--- src/rtl/my_signals_pkg.sv ---
// rtl/my_signals_pkg.sv - shared bus state type and data widths
package my_signals_pkg;

    localparam int BUS_DATA_W = 32;
    localparam int BUS_BE_W   = 4;

    typedef enum logic [1:0] {
        BUS_IDLE,
        BUS_BUSY,
        BUS_RESP
    } bus_state_t;

endpackage

--- src/rtl/bus_timeout_cnt.sv ---
// rtl/bus_timeout_cnt.sv - wait-cycle counter flagging a hung slave access
module bus_timeout_cnt #(
    parameter int TIMEOUT = 255
) (
    input  logic clk,
    input  logic rst,
    input  logic clr,
    input  logic en,
    output logic expired
);

    localparam int CNT_W = $clog2(TIMEOUT + 1);
    localparam logic [CNT_W-1:0] LAST = CNT_W'(TIMEOUT - 1);

    logic [CNT_W-1:0] cnt;

    // Holding at LAST keeps the counter from wrapping if the caller leaves en high.
    always_ff @(posedge clk) begin
        if (rst || clr) begin
            cnt <= '0;
        end else if (en && !expired) begin
            cnt <= cnt + 1'b1;
        end
    end

    assign expired = (cnt == LAST);

endmodule

--- src/rtl/riscv_bus_ic.sv ---
// rtl/riscv_bus_ic.sv - single-master, N-slave interconnect with region decode and bus timeout
module riscv_bus_ic
    import my_signals_pkg::*;
#(
    parameter int          SLAVES      = 4,
    parameter int          REGION_BITS = 8,
    parameter int          TIMEOUT     = 255,
    parameter logic [31:0] ERR_DATA    = 32'hDEAD_BEEF
) (
    input  logic                         clk_i,
    input  logic                         rst_i,
    input  logic                         m_req_i,
    input  logic                         m_we_i,
    input  logic [BUS_BE_W-1:0]          m_be_i,
    input  logic [31:0]                  m_addr_i,
    input  logic [BUS_DATA_W-1:0]        m_wd_i,
    output logic [BUS_DATA_W-1:0]        m_rd_o,
    output logic                         m_ready_o,
    output logic [SLAVES-1:0]            s_req_o,
    output logic                         s_we_o,
    output logic [BUS_BE_W-1:0]          s_be_o,
    output logic [31:0]                  s_addr_o,
    output logic [BUS_DATA_W-1:0]        s_wd_o,
    input  logic [BUS_DATA_W*SLAVES-1:0] s_rd_i,
    input  logic [SLAVES-1:0]            s_ready_i,
    output logic                         err_o,
    output logic [31:0]                  err_addr_o
);

    localparam logic [31:0] OFFSET_MASK = 32'hFFFF_FFFF >> REGION_BITS;

    if (SLAVES < 1 || (REGION_BITS < 31 && SLAVES > (1 << REGION_BITS))) begin : g_bad_slaves
        $error("riscv_bus_ic: SLAVES must be in 1..2**REGION_BITS");
    end
    if (TIMEOUT < 1) begin : g_bad_timeout
        $error("riscv_bus_ic: TIMEOUT must be at least 1");
    end

    bus_state_t              state, state_nxt;
    logic [REGION_BITS-1:0]  idx;
    logic                    mapped;
    logic [SLAVES-1:0]       req_oh;
    logic [SLAVES-1:0]       sel_oh;
    logic                    slave_ready;
    logic                    expired;
    logic [BUS_DATA_W-1:0]   rd_mux;
    logic [31:0]             addr_q;

    always_comb begin
        idx         = m_addr_i[31 -: REGION_BITS];
        mapped      = 33'(idx) < 33'(SLAVES);
        req_oh      = '0;
        rd_mux      = '0;
        for (int k = 0; k < SLAVES; k++) begin
            req_oh[k] = (33'(idx) == 33'(k));
            if (sel_oh[k]) begin
                rd_mux = s_rd_i[BUS_DATA_W*k +: BUS_DATA_W];
            end
        end
        // Only the addressed slave may complete the access.
        slave_ready = |(s_ready_i & sel_oh);
    end

    always_comb begin
        state_nxt = state;
        case (state)
            BUS_IDLE: if (m_req_i) state_nxt = mapped ? BUS_BUSY : BUS_RESP;
            BUS_BUSY: if (slave_ready || expired) state_nxt = BUS_RESP;
            BUS_RESP: state_nxt = BUS_IDLE;
            default:  state_nxt = BUS_IDLE;
        endcase
    end

    always_ff @(posedge clk_i) begin
        if (rst_i) begin
            state <= BUS_IDLE;
        end else begin
            state <= state_nxt;
        end
    end

    bus_timeout_cnt #(
        .TIMEOUT (TIMEOUT)
    ) u_timeout (
        .clk     (clk_i),
        .rst     (rst_i),
        .clr     (state == BUS_IDLE),
        .en      (state == BUS_BUSY),
        .expired (expired)
    );

    // Response flops are loaded on the way into BUS_RESP so they are valid during it.
    always_ff @(posedge clk_i) begin
        if (rst_i) begin
            s_req_o    <= '0;
            s_we_o     <= 1'b0;
            s_be_o     <= '0;
            s_addr_o   <= '0;
            s_wd_o     <= '0;
            m_ready_o  <= 1'b0;
            err_o      <= 1'b0;
            m_rd_o     <= '0;
            err_addr_o <= '0;
            addr_q     <= '0;
            sel_oh     <= '0;
        end else begin
            m_ready_o <= 1'b0;
            err_o     <= 1'b0;
            case (state)
                BUS_IDLE: begin
                    if (m_req_i) begin
                        s_we_o   <= m_we_i;
                        s_be_o   <= m_be_i;
                        s_addr_o <= m_addr_i & OFFSET_MASK;
                        s_wd_o   <= m_wd_i;
                        addr_q   <= m_addr_i;
                        sel_oh   <= req_oh;
                        if (mapped) begin
                            s_req_o <= req_oh;
                        end else begin
                            m_ready_o  <= 1'b1;
                            err_o      <= 1'b1;
                            m_rd_o     <= ERR_DATA;
                            err_addr_o <= m_addr_i;
                        end
                    end
                end
                BUS_BUSY: begin
                    if (slave_ready) begin
                        s_req_o   <= '0;
                        m_ready_o <= 1'b1;
                        m_rd_o    <= rd_mux;
                    end else if (expired) begin
                        s_req_o    <= '0;
                        m_ready_o  <= 1'b1;
                        err_o      <= 1'b1;
                        m_rd_o     <= ERR_DATA;
                        err_addr_o <= addr_q;
                    end
                end
                default: ;
            endcase
        end
    end

endmodule

--- config.mk ---
export PLATFORM = sky130hd
export DESIGN_NAME = riscv_bus_ic
export DESIGN_NICKNAME = d
export VERILOG_FILES = /design/src/rtl/my_signals_pkg.sv /design/src/rtl/bus_timeout_cnt.sv /design/src/rtl/riscv_bus_ic.sv
export SDC_FILE = /design/constraint.sdc
export NUM_CORES = 1
export LEC_CHECK = 0
export CAP_MARGIN = 20
export CORE_MARGIN = 3
export CORE_UTILIZATION = 30
export CTS_CLUSTER_SIZE = 12
export DETAILED_ROUTE_END_ITERATION = 16
export SLEW_MARGIN = 20
export SYNTH_ARGS = -nofsm -noshare
export SYNTH_HDL_FRONTEND = slang
export SYNTH_SLANG_ARGS = --single-unit
--- constraint.sdc ---
create_clock -name clk_i -period 1.8 [get_ports clk_i]
set_clock_uncertainty 0.05 [all_clocks]
set_input_delay 0.36 -clock clk_i [delete_from_list [all_inputs] [get_ports clk_i]]
set_output_delay 0.36 -clock clk_i [all_outputs]
set_load 0.1 [all_outputs]
# ---- Word level (Yosys, flattened, before mapping)
# Index checks and enable logic that the tools add are counted.
dict set report classes {
  mux 30
  shift 0
  eq_ne 12
  n_addsub 1
  div 0
  reduce_logical 13
  n_mul 0
  n_lt_le_gt_ge 1
  bitwise_logic 1
}
# op n
set op_table {}
lappend op_table {{$mux 32} 12}
lappend op_table {{$pmux 32 s2} 2}
lappend op_table {{$eq 8x2->1 const B} 2}
lappend op_table {{$mux 4} 4}
lappend op_table {{$ne 2x2->1 const B} 6}
lappend op_table {{$add 8x1->8 const B} 1}
lappend op_table {{$eq 8x1->1 const B} 1}
lappend op_table {{$eq 8x8->1 const B} 1}
lappend op_table {{$logic_not 8->1} 1}
lappend op_table {{$lt 8x3->1 const B} 1}
lappend op_table {{$pmux 4 s2} 1}
lappend op_table {{$reduce_and 4->1} 2}
lappend op_table {{$mux 2} 3}
lappend op_table {{$mux 1} 5}
lappend op_table {{$reduce_and 5->1} 1}
lappend op_table {{$and 4x4->4} 1}
lappend op_table {{$pmux 1 s2} 2}
lappend op_table {{$pmux 2 s2} 1}
lappend op_table {{$reduce_and 2->1} 2}
lappend op_table {{$reduce_or 4->1} 1}
lappend op_table {{$ne 3x3->1 const B} 1}
lappend op_table {{$eq 2x1->1 const B} 1}
lappend op_table {{$logic_not 2->1} 1}
lappend op_table {{$logic_or 1x1->1} 2}
lappend op_table {{other kinds (3)} 3}
dict set report word_totals {
  n_memories 0
  latchBits 0
  mem_bits_ro 0
  in_bits 204
  mem_bits_rw 0
  wordCells 71
  register_bits 177
}

# ---- Longest topological paths before layout
dict set report logic_depth {
  word_depth 6
  mapped_depth 7
  depth_no_buf 6
}

# ---- By module
# Synthesis repeated with hierarchy kept, for this count alone.
dict set report hier_totals {
  hier_cells 795
  area_unflattened_um2 7141.8
}
# module instances area_each_um2 seq_area_each_um2 cells_each
set modules_own_cells {}
lappend modules_own_cells {riscv_bus_ic 1 6698.9 2902.8 744}
lappend modules_own_cells {bus_timeout_cnt 1 442.9 160.2 51}

# ---- Worst setup path after synthesis
# No wires, ideal clock.
dict set report synth_path {
  path_kind {register to register}
  from {register u_timeout.cnt[0]}
  to {register m_rd_o[10]}
  path_stages_with_launch 8
  synth_period_minus_slack_ps 1797
  setup_ps 134
  required_time_ps 1616
  t_arrival_ps 1613
  setup_slack_ps 3
  cell_sequence {dfxtp_1 > inv_1 > ha_1 > and3_1 > a21oi_4 > o2bb2ai_2 > buf_2 > a211oi_1}
}
dict set report synth_via {
  elab_chain_cells 3
}
# item line
set synth_lines {}
lappend synth_lines {{start: declaration} bus_timeout_cnt.sv:15} ;# logic [CNT_W-1:0] cnt;
lappend synth_lines {{start signal: assignment} bus_timeout_cnt.sv:22} ;# cnt <= cnt + 1'b1;
lappend synth_lines {{$eq 8x8->1} bus_timeout_cnt.sv:26} ;# assign expired = (cnt == LAST);
lappend synth_lines {{$ne 3x3->1 (no source line)} -}
lappend synth_lines {{$reduce_and 4->1 (no source line)} -}
lappend synth_lines {{end signal: assignment} riscv_bus_ic.sv:132} ;# m_rd_o <= rd_mux;
lappend synth_lines {{end: declaration} riscv_bus_ic.sv:17} ;# output logic [BUS_DATA_W-1:0] m_rd_o,
# Every way passes these cells.
# A chain may end at the register's enable or synchronous reset.

# ---- Worst setup path in the final report
dict set report layout_path {
  from {register state[1]}
  to {register err_addr_o[4]}
}
dict set report layout_via {
  elab_chain_cells 3
}
# item line
set layout_lines {}
lappend layout_lines {{start: declaration} riscv_bus_ic.sv:39} ;# bus_state_t state, state_nxt;
lappend layout_lines {{start signal: assignment} riscv_bus_ic.sv:78} ;# state <= state_nxt;
lappend layout_lines {{$eq 2x1->1 / $logic_not 2->1 (equally long branches)} riscv_bus_ic.sv:109} ;# case (state)
lappend layout_lines {{$ne 2x2->1 (no source line) / $reduce_bool 2->1 (equally long branches)} -}
lappend layout_lines {{$reduce_and 5->1 (no source line)} -}
lappend layout_lines {{end signal: assignment} riscv_bus_ic.sv:124} ;# err_addr_o <= m_addr_i;
lappend layout_lines {{end signal: assignment} riscv_bus_ic.sv:138} ;# err_addr_o <= addr_q;
lappend layout_lines {{end: declaration} riscv_bus_ic.sv:27} ;# output logic [31:0] err_addr_o
# Several ways; a longest one is shown, not always the timed one.

==> metrics list <==
- The die covers around 27000 µm².
- The netlist uses 50 different library cells.
* Number of diodes: 0
- Standby leakage power: about 5.5 nW
- Headroom to the max-slew limit came out at around three fifths.
- Sequential fraction of design power: ~36%
* Largest fanout on the critical path: 6
- Summed over all layers, the global routing overflow is 0.
- The analysis attributes to net switching a power of between 0.003 and 0.004 W.
- For this design, the sink count on the clock tree is 153.
* Final setup violating endpoints: 2
- Die Ht: 164 µm
- Clock period minus worst slack: ~1800 ps
- The critical path is of the register to register type.
- The post-route netlist has between 20% and 30% of its cells at a drive strength greater than 1.
* Root buf cell: clkbuf_16
- # IOs: roughly 340
* Area share of the largest cell type after synthesis: around 41%
- Maximum buffer depth of the clock tree: 2
- Count of synthesis-stage warnings from yosys: 0
- Core area: roughly 24000 µm²
* Cells on worst reg2reg path: 7
* Start point of the worst hold path: rst_i
* Number of nets still failing antenna checks after routing: 0
- The most critical setup path has its startpoint at state[1].
- For this configuration, the core starts out at a cell density of 30.6%.
* Vias after detailed routing: just under 8000
- Share of flip-flops with an asynchronous set or reset after synthesis: 0%
* Share of total power consumed by net switching: approximately a third
* Number of violations reported at the end of detailed-routing iteration 0: approximately 400
* Num CTS Buffers: 17
- The initial antenna violation count was 0.
- The worst setup path is captured at a register.
- The count of buffers added on input and output ports is 334.
* Core Util, Final: 55.8%
* Endpoint required time on the critical path: just over 2000 ps
* Total of hold buffers inserted after clock tree synthesis: 0
* Level count of the clock H-tree: 4
- For this run, the top clock speed supported by timing is approximately 0.55 GHz.
- Post-route fraction of the period consumed by the critical path: 100%
- Entering global routing, the biggest net connects 50 pins.
- Setup repair after global routing could not meet its margin everywhere.
- Synthesis inferred between 150 and 200 register bits.
* Violated checks: setup timing
- Among all flip-flop cells after synthesis, the most frequent one is dfxtp_1.
* Kind of launch point of the worst setup path: register
- The top cell types in the final layout, fill and taps aside, are nand2_1, clkdlybuf4s50_1, dfxtp_1.
* Count of mapped cells out of synthesis: around 900
- Chip width: roughly 160 µm
- TritonCTS built the clock tree.
* Clock-pin slew on the worst setup and hold paths: 60 ps
* Detail Placement HPWL: roughly 20000 µm
- The later pin in the worst-skew pair is clocked with a latency of ~410 ps.
- Dividing total power by cell area gives a power density of 780 nW/µm².
* Worst hold stages: 2
- FILL cells: 2123
- Cell taking the most area after synthesis: dfxtp_1
- DRC violations left: 0
* Post-synth EDFFs: 0
* Outcome: finished, violations left
- Area added between synthesis and finish: 82.4%
- Summed over all failing endpoints, the final setup total negative slack is -4.95 ps.
- Across the whole layout, storage elements account for about 3000 µm².
- Final hold viol count: 0
- The congestion estimate from routability-driven global placement came to ~0.80.
- Tightest Pin Transition: 618 ps
- Reported max-cap violation count: 0
- Summing all placed instances gives a cell area of 12600 µm².
* Portion of the post-synthesis area used by sequential elements: slightly above 40%
* Nets@finish: 1458
- After detailed routing, the number of vias per cell comes to slightly below 5.
- Cells taking the most area after synthesis: dfxtp_1, nand2_1, a21oi_1
- Synth Cell Area: 7440 µm²
- First-pass GRT wire length: 40100 µm
- For this design, the slowest cell found on the critical path is or3b_4.
* Cell Rows: 57
- The via count of the first global-routing pass came to approximately 7400.
* Portion of total power attributed to the clock network: 32.9%
* Internal power summed over all cells: between 0.006 and 0.007 W
- Global-route usage over all layers: a little under a fifth
- The share of total power dissipated in combinational logic is 31.4%.
* Min setup slack post-route: -2.59 ps
- In this design, the stage delay of the slowest critical-path cell is about 420 ps.
- The count of final max-slew check failures was 0.
- Summing all multi-input logic gate instances after layout gives 3750 µm².
- The path class of the tightest hold or removal check is primary input to register.
* Most frequent cell on the critical path: buf_6
- Dividing the synthesized area by the synthesized cell count gives a little over 8 µm².
- The final layout contains routed wiring with a total length of 27100 µm.
* Number of detailed-route iterations in the first pass: 5
- The startpoint identified for the worst register-to-register timing path is state[1].
* Worst endpoint data arrival time: just over 2000 ps
- The library cell used most frequently in the layout, excluding fill and tap cells, is nand2_1.
- Detailed-route wire length per cell: 17.1 µm
- IR analysis of the VDD net gives a maximum drop of between 600 and 700 µV.
- Non-Filler Cell Area, Final: 13600 µm²
* Cell-by-cell trace of the critical path: or3b_4 -> a21oi_4 -> a31oi_4 -> buf_6 -> buf_6 -> buf_12 -> mux2_4
## worst max-delay path: cells and delay by family (launching register included)
kind	cells	cell delay [ps]
simple gates	1	420
buf+inv	3	380
flops	1	350
mux	1	290
compound gates	2	200
## power groups by stage
stage	logic (W)	clock network [W]	registers, W
finish	0.00333	0.00349	0.00377
global route	0.00345	0.00374	0.00380
CTS	0.00328	0.00359	0.00378
detailed placement	0.00324	0	0.00385
global placement	0.00322	0	0.00385
floorplan	0.000846	0	0.00479
## flip-flops by register name, summed over array words and instances (netlist names)
| register | count |
|---|---|
| addr_q | 32 |
| err_addr_o | 32 |
| err_o | 1 |
| m_rd_o | 32 |
| m_ready_o | 1 |
| s_be_o | 4 |
| s_req_o | 4 |
| s_wd_o | 32 |
| s_we_o | 1 |
| sel_oh | 4 |
| state | 2 |
| u_timeout.cnt | 8 |
## per-stage QoR
stage	hold slack [ps]	worst slack, ps	std cells	power, W
final	273	-2.59	1588	0.0106
after global routing	281	-74.2	1588	0.0110
after CTS	277	0.578	1575	0.0106
after detailed placement	397	-628	1541	0.00710
after global placement	392	-578	1541	0.00707
after floorplan	387	2.84	921	0.00564
## cells by family (layout without fill, tap and decap cells)
kind of cell | after synthesis | in the layout | share of synthesized area [%]
compound gates | 258 | 258 | 23.6
xor+xnor | 6 | 6 | 0.706
fa+ha+maj | 2 | 2 | 0.336
buf+inv | 174 | 517 | 10.9
flops | 153 | 153 | 41.1
mux | 32 | 32 | 6.30
other cells | 1 | 8 | 0.0504
simple gates | 288 | 288 | 17.0
## metal layers
metal  part of all wire [%]  wire length [µm]  track usage, %  up-vias
met4                    2.7               728            7.15        0
li1                       -                 -               -     3771
met3                    6.9              1870            5.20       39
met5                      0                 0               0        -
met2                     50             13600            32.4      270
met1                     40             10900            22.9     3611
## synthesized netlist by cell type, types with 3 or more instances
| cell type | instances |
|---|---|
| a211oi_1 | 29 |
| a221oi_1 | 25 |
| a22oi_1 | 8 |
| a221o_1 | 32 |
| buf_6 | 3 |
| nand2_1 | 205 |
| clkbuf_1 | 57 |
| nand4_1 | 4 |
| nor2_1 | 20 |
| buf_4 | 32 |
| nand3_1 | 3 |
| a21oi_1 | 140 |
| xor2_1 | 3 |
| mux2_4 | 29 |
| o32ai_1 | 8 |
| buf_2 | 12 |
| inv_1 | 66 |
| xnor2_1 | 3 |
| nor3_1 | 4 |
| nor2b_1 | 34 |
| mux2_1 | 3 |
| buf_1 | 4 |
| dfxtp_1 | 153 |
| nand2b_1 | 4 |
| nor4_2 | 3 |
## timing repair
action | 4_1_cts | 5_1_grt
pin swaps | 6 | 4
hold endpoints to repair | 0 | 0
gates resized for setup | 17 | 25
buffers inserted | 2 | 9
setup endpoints to repair | 72 | 62
cloned | 1 | 6
## final timing paths
path / end / slack (ps)
worst max-delay path: err_addr_o[4] / -3
worst max register to register: err_addr_o[4] / -3
worst min register to register: addr_q[26] / 400
worst min-delay path: addr_q[19] / 270
## final cells by class
cell class / count / area share [%]
Timing Repair Buffer: 420 / 40.8
Clock inverter: 14 / 1.03
Sequential cell: 153 / 22.6
Clock buffer: 17 / 3.13
Inverter: 66 / 1.82
Tap cell: 324 / 2.99
Multi-Input combinational cell: 594 / 27.6
No activity file was read; power rests on OpenSTA's default activity.
